File: src/rtl/voter_match_tally_if.sv
// Bus between the voter front end and the match scorer.
//   start        : one-cycle pulse, clears counters and begins a match
//   result       : voter round result, {tail, tie, win}, expected one-hot
//   result_valid : one-cycle strobe qualifying result
//   busy         : match in progress
//   win_cnt / tail_cnt / tie_cnt / round_cnt : per-match counters
//   match_done   : one-cycle pulse when the match ends
//   match_result : 00 none, 01 win, 10 tail, 11 draw
//   err          : sticky flag, a sampled result was not one-hot
// The master modport drives start/result/result_valid; the slave modport
// (the scorer) drives everything else.
interface voter_match_tally_if #(
  parameter int CNT_W = 4
);
  logic             start;
  logic [2:0]       result;
  logic             result_valid;
  logic             busy;
  logic [CNT_W-1:0] win_cnt;
  logic [CNT_W-1:0] tail_cnt;
  logic [CNT_W-1:0] tie_cnt;
  logic [CNT_W-1:0] round_cnt;
  logic             match_done;
  logic [1:0]       match_result;
  logic             err;

  modport master (
    output start, result, result_valid,
    input  busy, win_cnt, tail_cnt, tie_cnt, round_cnt,
    input  match_done, match_result, err
  );

  modport slave (
    input  start, result, result_valid,
    output busy, win_cnt, tail_cnt, tie_cnt, round_cnt,
    output match_done, match_result, err
  );
endinterface

File: src/rtl/voter_match_tally.sv
// Sequential match scorer fed by the four-person combinational voter.
// Samples the one-hot round result on result_valid, counts wins, tails,
// ties and accepted rounds, and ends the match when either side reaches
// ROUNDS_TO_WIN or MAX_ROUNDS rounds have been accepted (draw).
// Ports:
//   clk   : rising-edge clock
//   rst_n : asynchronous active-low reset
//   bus   : voter_match_tally_if slave modport (see interface header)
// Every output is a flop or a decode of the state flop only.
module voter_match_tally #(
  parameter int ROUNDS_TO_WIN = 3,
  parameter int MAX_ROUNDS    = 9,
  parameter int CNT_W         = 4
) (
  input  logic                  clk,
  input  logic                  rst_n,
  voter_match_tally_if.slave    bus
);

  typedef enum logic [1:0] {
    IDLE = 2'd0,
    PLAY = 2'd1,
    DONE = 2'd2
  } state_t;

  localparam logic [CNT_W-1:0] TARGET = CNT_W'(ROUNDS_TO_WIN);
  localparam logic [CNT_W-1:0] BUDGET = CNT_W'(MAX_ROUNDS);
  localparam logic [CNT_W-1:0] ONE    = CNT_W'(1);

  function automatic logic is_onehot(input logic [2:0] r);
    return (r == 3'b001) || (r == 3'b010) || (r == 3'b100);
  endfunction

  state_t           state_q, state_d;
  logic [CNT_W-1:0] win_q, win_d;
  logic [CNT_W-1:0] tail_q, tail_d;
  logic [CNT_W-1:0] tie_q, tie_d;
  logic [CNT_W-1:0] round_q, round_d;
  logic             done_q, done_d;
  logic [1:0]       mres_q, mres_d;
  logic             err_q, err_d;

  always_ff @(posedge clk or negedge rst_n) begin
    if (!rst_n) begin
      state_q <= IDLE;
      win_q   <= '0;
      tail_q  <= '0;
      tie_q   <= '0;
      round_q <= '0;
      done_q  <= 1'b0;
      mres_q  <= 2'b00;
      err_q   <= 1'b0;
    end else begin
      state_q <= state_d;
      win_q   <= win_d;
      tail_q  <= tail_d;
      tie_q   <= tie_d;
      round_q <= round_d;
      done_q  <= done_d;
      mres_q  <= mres_d;
      err_q   <= err_d;
    end
  end

  always_comb begin
    state_d = state_q;
    win_d   = win_q;
    tail_d  = tail_q;
    tie_d   = tie_q;
    round_d = round_q;
    done_d  = 1'b0;
    mres_d  = mres_q;
    err_d   = err_q;

    // start wins over a coincident result_valid: the result is dropped.
    if (bus.start) begin
      state_d = PLAY;
      win_d   = '0;
      tail_d  = '0;
      tie_d   = '0;
      round_d = '0;
      mres_d  = 2'b00;
      err_d   = 1'b0;
    end else if (state_q == PLAY && bus.result_valid) begin
      if (is_onehot(bus.result)) begin
        win_d   = bus.result[0] ? win_q + ONE  : win_q;
        tie_d   = bus.result[1] ? tie_q + ONE  : tie_q;
        tail_d  = bus.result[2] ? tail_q + ONE : tail_q;
        round_d = round_q + ONE;
        // End test uses post-increment values; a target hit on the last
        // budgeted round outranks the draw.
        if (win_d == TARGET) begin
          mres_d  = 2'b01;
          done_d  = 1'b1;
          state_d = DONE;
        end else if (tail_d == TARGET) begin
          mres_d  = 2'b10;
          done_d  = 1'b1;
          state_d = DONE;
        end else if (round_d == BUDGET) begin
          mres_d  = 2'b11;
          done_d  = 1'b1;
          state_d = DONE;
        end
      end else begin
        // Malformed voter output: flag it, do not count the round.
        err_d = 1'b1;
      end
    end
  end

  assign bus.busy         = (state_q == PLAY);
  assign bus.win_cnt      = win_q;
  assign bus.tail_cnt     = tail_q;
  assign bus.tie_cnt      = tie_q;
  assign bus.round_cnt    = round_q;
  assign bus.match_done   = done_q;
  assign bus.match_result = mres_q;
  assign bus.err          = err_q;

endmodule

File: src/flat_wrapper.sv
// flat-port wrapper written by rule: the top's interface ports become plain ports
module voter_match_tally_flat 
#(
  parameter int ROUNDS_TO_WIN = 3,
  parameter int MAX_ROUNDS    = 9,
  parameter int CNT_W         = 4
)
  (clk, rst_n, bus_start, bus_result, bus_result_valid, bus_busy, bus_win_cnt, bus_tail_cnt, bus_tie_cnt, bus_round_cnt, bus_match_done, bus_match_result, bus_err);
  voter_match_tally_if #(.CNT_W(CNT_W)) bus_i ();
  input  logic clk;
  input  logic rst_n;
  input wire logic [$bits(bus_i.start)-1:0] bus_start;
  input wire logic [$bits(bus_i.result)-1:0] bus_result;
  input wire logic [$bits(bus_i.result_valid)-1:0] bus_result_valid;
  output wire logic [$bits(bus_i.busy)-1:0] bus_busy;
  output wire logic [$bits(bus_i.win_cnt)-1:0] bus_win_cnt;
  output wire logic [$bits(bus_i.tail_cnt)-1:0] bus_tail_cnt;
  output wire logic [$bits(bus_i.tie_cnt)-1:0] bus_tie_cnt;
  output wire logic [$bits(bus_i.round_cnt)-1:0] bus_round_cnt;
  output wire logic [$bits(bus_i.match_done)-1:0] bus_match_done;
  output wire logic [$bits(bus_i.match_result)-1:0] bus_match_result;
  output wire logic [$bits(bus_i.err)-1:0] bus_err;
  assign bus_i.start = bus_start;
  assign bus_i.result = bus_result;
  assign bus_i.result_valid = bus_result_valid;
  assign bus_busy = bus_i.busy;
  assign bus_win_cnt = bus_i.win_cnt;
  assign bus_tail_cnt = bus_i.tail_cnt;
  assign bus_tie_cnt = bus_i.tie_cnt;
  assign bus_round_cnt = bus_i.round_cnt;
  assign bus_match_done = bus_i.match_done;
  assign bus_match_result = bus_i.match_result;
  assign bus_err = bus_i.err;
  voter_match_tally #(.ROUNDS_TO_WIN(ROUNDS_TO_WIN), .MAX_ROUNDS(MAX_ROUNDS), .CNT_W(CNT_W)) u_core (.clk(clk), .rst_n(rst_n), .bus(bus_i));
endmodule
File: config.mk
export PLATFORM = sky130hd
export DESIGN_NAME = voter_match_tally_flat
export DESIGN_NICKNAME = d
export VERILOG_FILES = /design/src/rtl/voter_match_tally_if.sv /design/src/rtl/voter_match_tally.sv /design/src/flat_wrapper.sv
export SDC_FILE = /design/constraint.sdc
export NUM_CORES = 1
export LEC_CHECK = 0
export CAP_MARGIN = 30
export CORE_AREA = 2 2 52 54
export DETAILED_ROUTE_END_ITERATION = 6
export DIE_AREA = 0 0 54 56
export GPL_TIMING_DRIVEN = 0
export PLACE_DENSITY = 0.81
export SYNTH_ARGS = -nofsm -noshare
export SYNTH_HDL_FRONTEND = slang
export SYNTH_SLANG_ARGS = --single-unit
File: constraint.sdc
create_clock -name clk -period 4.1 [get_ports clk]
set_input_delay 1.025 -clock clk [delete_from_list [all_inputs] [get_ports clk]]
set_output_delay 1.025 -clock clk [all_outputs]
set_load 0.01 [all_outputs]
-- After elaboration in Yosys (flattened, before gate mapping)
Cells that the tools add are included.
Widths: inputs -> output; s select.
- flip-flop bits (word level): 22
- output and inout bits: 21
- word-level logic and storage cells: 67
- add/sub/neg operators: 4
- eq/ne operators: 8
- mux-type cells: 36
- reduce and logical (&&, ||, !) cells: 11
- operator list (cell ; number):
    $mux 4 ; 15
    $mux 2 ; 12
    $add 4x1->4 const B ; 4
    $mux 1 ; 9
    $eq 4x2->1 const B ; 2
    $reduce_and 3->1 ; 2
    $reduce_bool 2->1 ; 3
    $eq 4x4->1 const B ; 1
    $reduce_and 2->1 ; 2
    $reduce_bool 4->1 ; 1
    $eq 3x1->1 const B ; 1
    $eq 3x2->1 const B ; 1
    $eq 3x3->1 const B ; 1
    $eq 2x1->1 const B ; 1
    $logic_or 1x1->1 ; 2
    $ne 2x2->1 const B ; 1
    $logic_and 1x1->1 ; 1

-- Logic depth before layout (Yosys ltp)
Gate-level depths: netlist of the first run.
- word-level depth: 8
- gate-level depth with buffers: 7
- depth with buffers taken out: 6

-- Worst setup path before layout of the first run
Ideal clock, no wire load.
- path kind: input port to flip-flop
- from: in bus_result[2]
- to: reg u_core.win_q[1] (netlist: u_core.bus.win_cnt[1])
- arrival time: 1971 ps
- required time: 3971 ps
- setup slack: 1999 ps
- cell stages on the path: 7
- buffers on the path: 2
- cell sequence: buf_6 > xor2_2 > o211a_4 > buf_8 > nand2_2 > mux2i_1 > nor2_1
- longest elaborated chain between the ends: 5
- elaborated cells between the ends (all ways): 7
- RTL lines (item ; line ; source):
    from (decl) ; flat_wrapper.sv:13 ; input wire logic [$bits(bus_i.result)-1:0] bus_result;
    $eq 3x1->1 or $eq 3x2->1 (tied branches) ; voter_match_tally.sv:31 ; return (r == 3'b001) || (r == 3'b010) || (r == 3'b100);
    $logic_or 1x1->1 ; voter_match_tally.sv:31 ;
    $logic_or 1x1->1 * ; voter_match_tally.sv:31 ;
    $reduce_bool 2->1 (no line) * ; - ;
    $reduce_and 2->1 (no line) * ; - ;
    to (signal assigned) ; voter_match_tally.sv:55 ; win_q <= win_d;
    to (decl) ; voter_match_tally.sv:35 ; logic [CNT_W-1:0] win_q, win_d;
Mark *: on every way between the ends. The rest lies on a longest branch, timed or not.
A chain may end at the register's enable or synchronous reset.

-- Worst setup path in the final report of the first run
- from: in bus_result[0]
- to: reg u_core.mres_q[0] (netlist: u_core.bus.match_result[0])
- longest elaborated chain between the ends: 6
- elaborated cells between the ends (all ways): 14
- RTL lines (item ; line ; source):
    $mux 4 ; voter_match_tally.sv:86 ; win_d = bus.result[0] ? win_q + ONE : win_q;
    $eq 4x2->1 ; voter_match_tally.sv:92 ; if (win_d == TARGET) begin
    $mux 2 ; voter_match_tally.sv:92 ;
    $mux 2 ; voter_match_tally.sv:85 ; if (is_onehot(bus.result)) begin
    $mux 2 ; voter_match_tally.sv:84 ; end else if (state_q == PLAY && bus.result_valid) begin
    $mux 2 ; voter_match_tally.sv:76 ; if (bus.start) begin
    to (signal assigned) ; voter_match_tally.sv:60 ; mres_q <= mres_d;
    to (decl) ; voter_match_tally.sv:40 ; logic [1:0] mres_q, mres_d;
Several ways; a longest one is shown, not always the timed one. The select of a mux whose other input is x is not followed.

==> impl_metrics.yaml, run 1 <==
layout:
  nNetsFinal: 167
  stdcell_count: 184
  synthToLayoutAreaGrowth_pct: 30.38
  drive_gt1_share_pct: 12.34
  diodes: 0
  post-route-util_pct: 66.67
die:
  core_um2: 2432
  start_util_pct: 51.13
  num_rows: 18
  die_area_um2: 3024
  fp.dieW_um: 54
  die_h_um: 56
  ios: 28
critical_path:
  crit-reg2reg-launch: "u_core.bus.tail_cnt[0]"
  cp-end-kind: "register"
  reg2reg_to: "u_core.state_q[0]"
  critPathKind: "input pin to register"
  regToRegSetupSlack_ps: 2380
  arrival_ps: 2670
  cp_data_required_time_ps: 4310
  path_max_fanout: 8
  startpoint_type: "input pin"
  reg2regPathDepth: 6
timing:
  fin_skew_ps: 5.344
  fin_crit_sh_pct: 59.89
  rsz0062_at_grt: "no"
  slew_headroom_pct: 64.47
  setup_violations: 0
  tightest_slew_ps: 533.0
  hold_viol: 0
  max_freq_ghz: 0.4072
  worst_hold_slack_ps: 511.8
  tns_ps: 0
  drv_slew: 0
  fin_crit_ps: 2456
hold_path:
  holdCritPathClass: "register to register"
  worstHoldPathCells: 1
  min-delay-start: "u_core.state_q[0]"
  hold-path-endpoint: "u_core.state_q[0]"
power_and_ir_drop:
  p_leak_nw: 0.7124
  p_sw_share_pct: 23.83
  pwr-share-clk_pct: 35.2
  seq_power_share_pct: 49.0
  power_density_nw_per_um2: 290.1
  switching_power_uw: 112.1
  power_frac_comb_pct: 15.8
  ir_drop_uv: 224.0
  p_int_uw: 358.3
  finalPower_uw: 470.4
drt:
  drc_errors: 0
  drt-total-wl_mm: 2.654
  drt-pass1-iter-count: 4
  wl_per_cell_um: 14.42
  via_per_inst: 5.348
  vias: 984
  drtIter0Drc: 9
  postRouteAntennaNets: 0
clock_network:
  numCtsBuffers: 3
  cts_resized: 0
  h-tree-depth: 1
  cts_tree: "yes"
  clk_pin_slew_ps: 120
  clock_latency_ps: 300
  cts_setup_buffers: 0
  cts-root-buf: "clkbuf_4"
  clock-sinks: 22
  cts_hold_buffers: 0
  cts_max_path_buffers: 2
logic_synthesis:
  syn_inst: 123
  synth_area_um2: 1244
  synth_nets: 135
  ys_warn_count: 0
  synth_top_area_share_pct: 44.27
  netlist_top_cells_area: "dfrtp_1 44%, xor2_1 11%, nor2_1 5.4%"
  yosysUniqueCellTypes: 36
  ys_seq_elements: 22
  ys_seq_area_share_pct: 44.27
  synth_top_cell_by_area: "dfrtp_1"
  avgSynthCellArea_um2: 10.11
placement:
  numPlacedInstances: 180
  place.port_buffers: 26
  place.gp.congestion: 0.7602
  dp_hpwl_mm: 1.988
job:
  max_cap_viol_count: 0
global_route:
  grtUsageTotal_pct: 19.95
  grt_pass1_wl_mm: 4.581
  overflow: 0
  antenna_found_initial: 0
  grt_max_degree: 17
  grt_pass1_vias: 1028
outcome:
  status: "completed"
sequential cells by signal, summed over array words and instances, names as in the netlist:
register,flops
u_core.state_q,2
u_core.bus.match_result,2
u_core.bus.tie_cnt,4
u_core.bus.err,1
u_core.bus.win_cnt,4
u_core.bus.round_cnt,4
u_core.bus.match_done,1
u_core.bus.tail_cnt,4
placed cells by master, fill, tap and decap left out, types with 2 or more instances in the layout:
cell,Yosys,final
a21oi_1,5,5
and4_1,2,2
buf_6,2,2
clkbuf_4,0,3
clkdlybuf4s50_1,0,26
dfrtp_1,22,22
ha_1,5,5
inv_1,5,5
nand2_1,12,12
nand3_1,8,8
nor2_1,18,18
nor3_1,2,2
o21ai_0,2,2
xnor2_1,2,2
xor2_1,15,15
per-layer routing:
| layer | part of all wire, % | track usage (%) | wire (um) | vias up |
|---|---|---|---|---|
| li1 | - | - | - | 476 |
| met1 | 45 | 27.54 | 1200 | 484 |
| met2 | 50 | 32.75 | 1325 | 24 |
| met3 | 4.9 | 2.957 | 129 | 0 |
| met4 | 0 | 3.929 | 0 | 0 |
| met5 | 0 | 0 | 0 | - |
logic make-up (layout without fill, tap and decap cells):
group | Yosys count | in the layout | synth area share (%)
flip-flops | 22 | 22 | 44.27
XOR/XNOR | 18 | 18 | 13.28
adder cells (fa/ha/maj) | 5 | 5 | 5.030
buffers and inverters | 10 | 41 | 5.633
AO/OA/AOI/OAI | 17 | 17 | 10.76
multiplexers | 1 | 1 | 0.8049
AND/OR/NAND/NOR | 50 | 50 | 20.22
critical path, cell delays in order:
cell	delay, ps
clkdlybuf4s50_1	660
and4_1	300
xnor2_1	130
o21a_2	210
o21ai_1	90
a211oi_1	250
worst max-delay path by stage:
stage,from,endpoint,slack [ps],depth (start not counted)
floorplan,bus_result[2],u_core.bus.win_cnt[1],2000,7
global placement,bus_result[0],u_core.bus.match_result[0],1400,6
detailed placement,bus_result[0],u_core.bus.match_result[0],1330,6
CTS,bus_result[0],u_core.bus.match_result[0],1640,6
global route,bus_result[0],u_core.bus.match_result[0],1510,6
finish,bus_result[0],u_core.bus.match_result[0],1640,6
power by group through the flow:
stage               clock [mW]  combinational, mW  sequential, mW
floorplan                    0             0.0374           0.236
global placement             0             0.0691           0.234
detailed placement           0             0.0749           0.235
CTS                      0.168             0.0754           0.231
global route             0.177             0.0820           0.232
finish                   0.165             0.0743           0.231
area by class of cell:
type                    instances  area (um^2)
clock inverters                 1        30.03
inverters                       5        18.77
clock buffers                   3        22.52
plain buffers                   5        51.30
multi-input cells              91        623.1
flip-flops and latches         22        550.5
fillers                       202        810.8
repair buffers                 27        287.8
well taps                      30        37.54
cell usage after synthesis, drive strengths merged:
cell and n:
nand3b 1, nand4 1, xnor2 2, buf 3, nand2 13, a31oi 1
or3 1, clkbuf 1, nand3 8, and3 1, a211oi 2, o32a 1
o221ai 1, nor2 18, mux2i 1, nor4b 1, and4 2, o211a 1
o21ai 4, nor2b 1, a21oi 5, and3b 1, inv 5, a21o 1
dlygate4sd3 1, nor3 2, xor2 16, o21a 1, ha 5, dfrtp 22
per-stage QoR:
stage / area (um^2) / setup WS (ps)
4_1_cts: 1622 / 1637
6_report: 1622 / 1644
2_1_floorplan: 1244 / 1999
5_1_grt: 1622 / 1506
3_5_place_dp: 1569 / 1331
3_3_place_gp: 1541 / 1404
(Power assumes the default switching activity.)
==> inputs of run 2 (changes only) <==
- CORE_AREA: 2 2 52 54 -> 2 2 54 56
- DIE_AREA: 0 0 54 56 -> 0 0 56 58
- PLACE_DENSITY: 0.81 -> 0.76
- clock period: 4.1 -> 2.5 ns (I/O delays scaled with it)
==> impl_metrics.yaml, run 2 (same netlist as run 1, synthesis figures left out) <==
outcome:
  status: "completed"
clock_network:
  numCtsBuffers: 3
  cts_setup_buffers: 0
  cts-root-buf: "clkbuf_4"
  cts_hold_buffers: 0
  cts_tree: "yes"
  clk_pin_slew_ps: 130
  clock_latency_ps: 310
  cts_resized: 0
  clock-sinks: 22
  h-tree-depth: 1
  cts_max_path_buffers: 2
drt:
  drc_errors: 0
  drt-total-wl_mm: 2.593
  drt-pass1-iter-count: 4
  postRouteAntennaNets: 0
  drtIter0Drc: 16
  vias: 979
  via_per_inst: 5.292
  wl_per_cell_um: 14.02
global_route:
  grt_max_degree: 14
  overflow: 0
  antenna_found_initial: 0
  grt_pass1_vias: 1037
  grt_pass1_wl_mm: 4.664
  grtUsageTotal_pct: 18.19
placement:
  dp_hpwl_mm: 1.918
  place.gp.congestion: 0.7978
  place.port_buffers: 26
  placed_cell_area_um2: 1558
  numPlacedInstances: 181
layout:
  final_common_cell: "clkdlybuf4s50_1"
  final_area_um2: 1594
  ff_latch_area_um2: 550.5
  most-common-layout-cells: "26 x clkdlybuf4s50_1, 22 x dfrtp_1, 18 x nor2_1"
  stdcell_count: 185
  nFillCells: 241
  synthToLayoutAreaGrowth_pct: 28.17
  post-route-util_pct: 59.87
  drive_gt1_share_pct: 12.34
  nNetsFinal: 167
  multi_input_area_um2: 623.1
  diodes: 0
die:
  fp.dieW_um: 56
  ios: 28
  start_util_pct: 46.71
  die_area_um2: 3248
  die_h_um: 58
  num_rows: 19
  core_um2: 2663
timing:
  fin_crit_ps: 2003
  drv_slew: 0
  setup_violations: 0
  fin_crit_sh_pct: 80.12
  rsz0062_at_grt: "no"
  fin_skew_ps: 12.38
  max_freq_ghz: 0.4992
  tns_ps: 0
  hold_viol: 0
  tightest_slew_ps: 538.4
  slew_headroom_pct: 64.11
critical_path:
  cp_data_required_time_ps: 2730
  arrival_ps: 2240
  regToRegSetupSlack_ps: 790
  cp-end-kind: "register"
  path_max_fanout: 8
  critPathKind: "input pin to register"
  startpoint_type: "input pin"
hold_path:
  holdCritPathClass: "register to register"
power_and_ir_drop:
  p_leak_nw: 0.7002
  finalPower_uw: 699.0
  power_density_nw_per_um2: 438.5
  ir_drop_uv: 332.8
job:
  max_cap_viol_count: 0
==> run 2: cell count changes in the layout (fill, tap and decap cells not counted), sizes merged <==
cell and change:
bufinv -1, clkbuf +1
==> run 2: path summary, 6_finish.rpt <==
path	from	to	cells after the start
worst max-delay path	bus_result[0]	u_core.bus.match_result[0]	6
worst min-delay path	u_core.state_q[0]	u_core.state_q[0]	1
worst max register to register	u_core.bus.tail_cnt[0]	u_core.bus.match_result[1]	6
worst min register to register	u_core.state_q[0]	u_core.state_q[0]	1
max in group asynchronous	rst_n	u_core.bus.tie_cnt[1]	2
min in group asynchronous	rst_n	u_core.bus.win_cnt[2]	1
==> run 2: per-layer routing <==
metal	wire, um	part of all wire (%)	global-route usage (%)
met2	1278	49	33.11
met5	0	0	0
met1	1174	45	22.16
met4	16	0.62	5.782
met3	123	4.7	2.902
==> run 2: through the flow <==
stage	hold WS, ps	setup slack, ps
3_3_place_gp	473.8	214.0
6_report	510.9	497.0
2_1_floorplan	329.4	799.3
5_1_grt	533.6	378.4
4_1_cts	509.1	484.1
3_5_place_dp	480.9	192.3
==> run 2: power breakdown <==
part	leakage [nW]	switching, mW	total (mW)	internal [mW]
Combinational	0.380	0.0610	0.119	0.0585
Clock	0.0210	0.112	0.201	0.0890
Sequential	0.299	0.0128	0.378	0.366
Total	0.700	0.186	0.699	0.513
==> run 2: worst max-delay path, cell delays in order <==
cell and delay (ps):
clkdlybuf4s50_1 650, and4_1 290, xnor2_1 130, o21a_2 210
o21ai_1 90, a211oi_1 240
==> run 2: layout make-up <==
type | count | share of cell area (%)
clock buffer | 4 | 2.276
multi-input combinational | 91 | 39.09
sequential | 22 | 34.54
tap | 31 | 2.433
buffer | 5 | 3.218
inverter | 5 | 1.177
timing repair buffer | 27 | 17.27
==> inputs of run 3 (changes only) <==
- CORE_AREA: 2 2 54 56 -> 2 2 57 59
- DIE_AREA: 0 0 56 58 -> 0 0 59 61
- PLACE_DENSITY: 0.76 -> 0.72
- clock period: 2.5 -> 1.81 ns (I/O delays scaled with it)
==> impl_metrics.yaml, run 3 (same netlist as run 1, synthesis figures left out) <==
outcome:
  status: "completed"
die:
  die_area_um2: 3599
  ios: 28
  die_h_um: 61
  num_rows: 20
  core_um2: 2953
  fp.dieW_um: 59
  start_util_pct: 42.12
drt:
  vias: 1032
  drc_errors: 0
  drt-total-wl_mm: 2.685
  drtIter0Drc: 52
  via_per_inst: 5.347
  drt-pass1-iter-count: 4
  postRouteAntennaNets: 0
  wl_per_cell_um: 13.91
power_and_ir_drop:
  finalPower_uw: 976.6
  power_density_nw_per_um2: 582.9
  p_leak_nw: 0.7584
  ir_drop_uv: 355.2
hold_path:
  holdCritPathClass: "input pin to register"
clock_network:
  clock-sinks: 22
  h-tree-depth: 1
  cts_max_path_buffers: 2
  clk_pin_slew_ps: 120
  clock_latency_ps: 310
  numCtsBuffers: 3
  cts_hold_buffers: 0
  cts_tree: "yes"
  cts-root-buf: "clkbuf_4"
critical_path:
  startpoint_type: "register"
  cp-end-kind: "output pin"
  slowest_delay_ps: 570
  path_cells: "clkdlybuf4s50_1"
  cp_data_required_time_ps: 1360
  slowest_stage: "clkdlybuf4s50_1"
  arrival_ps: 1350
  path_max_fanout: 4
  path_delay_family: "buffers and inverters"
  critPathKind: "register to output pin"
  cp_num_buf_inv: 1
placement:
  place.gp.congestion: 0.8039
  dp_hpwl_mm: 1.865
  place.port_buffers: 26
global_route:
  grt_pass1_wl_mm: 4.298
  grt_max_degree: 14
  overflow: 0
  antenna_found_initial: 0
  grt_pass1_vias: 950
  grtUsageTotal_pct: 15.96
layout:
  diodes: 0
  drive_gt1_share_pct: 21.25
  nNetsFinal: 173
  synthToLayoutAreaGrowth_pct: 34.71
  final_common_cell: "clkdlybuf4s50_1"
  most-common-layout-cells: "22 x clkdlybuf4s50_1, 18 x nor2_1, 16 x dfrtp_1"
  post-route-util_pct: 56.74
timing:
  setup_violations: 0
  max_freq_ghz: 0.5562
  hold_viol: 0
  fin_crit_ps: 1798
  tightest_slew_ps: 518.1
  drv_slew: 0
  slew_headroom_pct: 65.46
  rsz0062_at_grt: "yes"
  fin_crit_sh_pct: 99.34
  fin_skew_ps: 2.368
job:
  max_cap_viol_count: 0
## run 3: cell types whose count changed in the layout (fill, tap and decap cells not counted), moves of 2 or more
cell	before	now
dfrtp_2	0	6
buf_4	0	6
dlygate4sd2_1	0	2
dlymetal6s2s_1	0	2
dfrtp_1	22	16
clkdlybuf4s50_1	26	22
## run 3: path summary, 6_finish.rpt
path                                   startpoint                      end  slack [ps]  cells after the start
max                        u_core.bus.tail_cnt[1]          bus_tail_cnt[1]          10                      1
min                                 bus_result[2]   u_core.bus.tail_cnt[1]         400                      3
max reg2reg                u_core.bus.tail_cnt[0]        u_core.state_q[0]          90                      7
min reg2reg                     u_core.state_q[0]        u_core.state_q[0]         510                      1
max in group asynchronous                   rst_n  u_core.bus.round_cnt[0]         880                      2
min in group asynchronous                   rst_n           u_core.bus.err         460                      1
## run 3: stage by stage
stage                     hold slack (ps)  setup WS, ps  setup TNS, ps  area [um^2]  std cells
final                               400.9         11.95              0         1675        193
after CTS                           388.5         9.539              0         1605        188
after global placement              473.3        -327.7          -4989         1545        182
after global routing                419.0        -36.67         -36.67         1675        193
after detailed placement            478.7        -324.4          -5553         1560        183
after floorplan                     156.9         188.9              0         1244        123
## run 3: tightest hold or removal path: cells and delay by family
family                 cells  cell delay, ps
and+or+nand+nor            1              60
AOI/OAI and AO/OA          1              50
buffers and inverters      1             120
## run 3: what timing repair did
| action | CTS | global route |
|---|---|---|
| pin swaps | 0 | 3 |
| buffers inserted | 1 | 5 |
| endpoints found under the hold margin | 0 | 0 |
| setup endpoints to repair | 6 | 15 |
| gates resized for setup | 5 | 10 |
## run 3: layout make-up
cell class	count	area, um^2
tap	33	41.29
inverter	5	18.77
timing repair buffer	33	322.8
sequential	22	558.0
clock buffer	4	36.28
multi-input combinational	91	644.4
buffer	5	53.80
fill	276	1277
## run 3: layer usage
metal  global-route usage (%)  part of all wire, %
met5                        0                    0
met1                    21.93                   47
met4                    5.844                  1.0
met2                    25.24                   47
met3                    2.985                  4.8
## run 3: power by group
group / internal (mW) / leakage (nW) / total (mW) / switching [mW]
logic: 0.0881 / 0.448 / 0.180 / 0.0923
registers: 0.506 / 0.289 / 0.521 / 0.0148
clock network: 0.123 / 0.0210 / 0.276 / 0.153
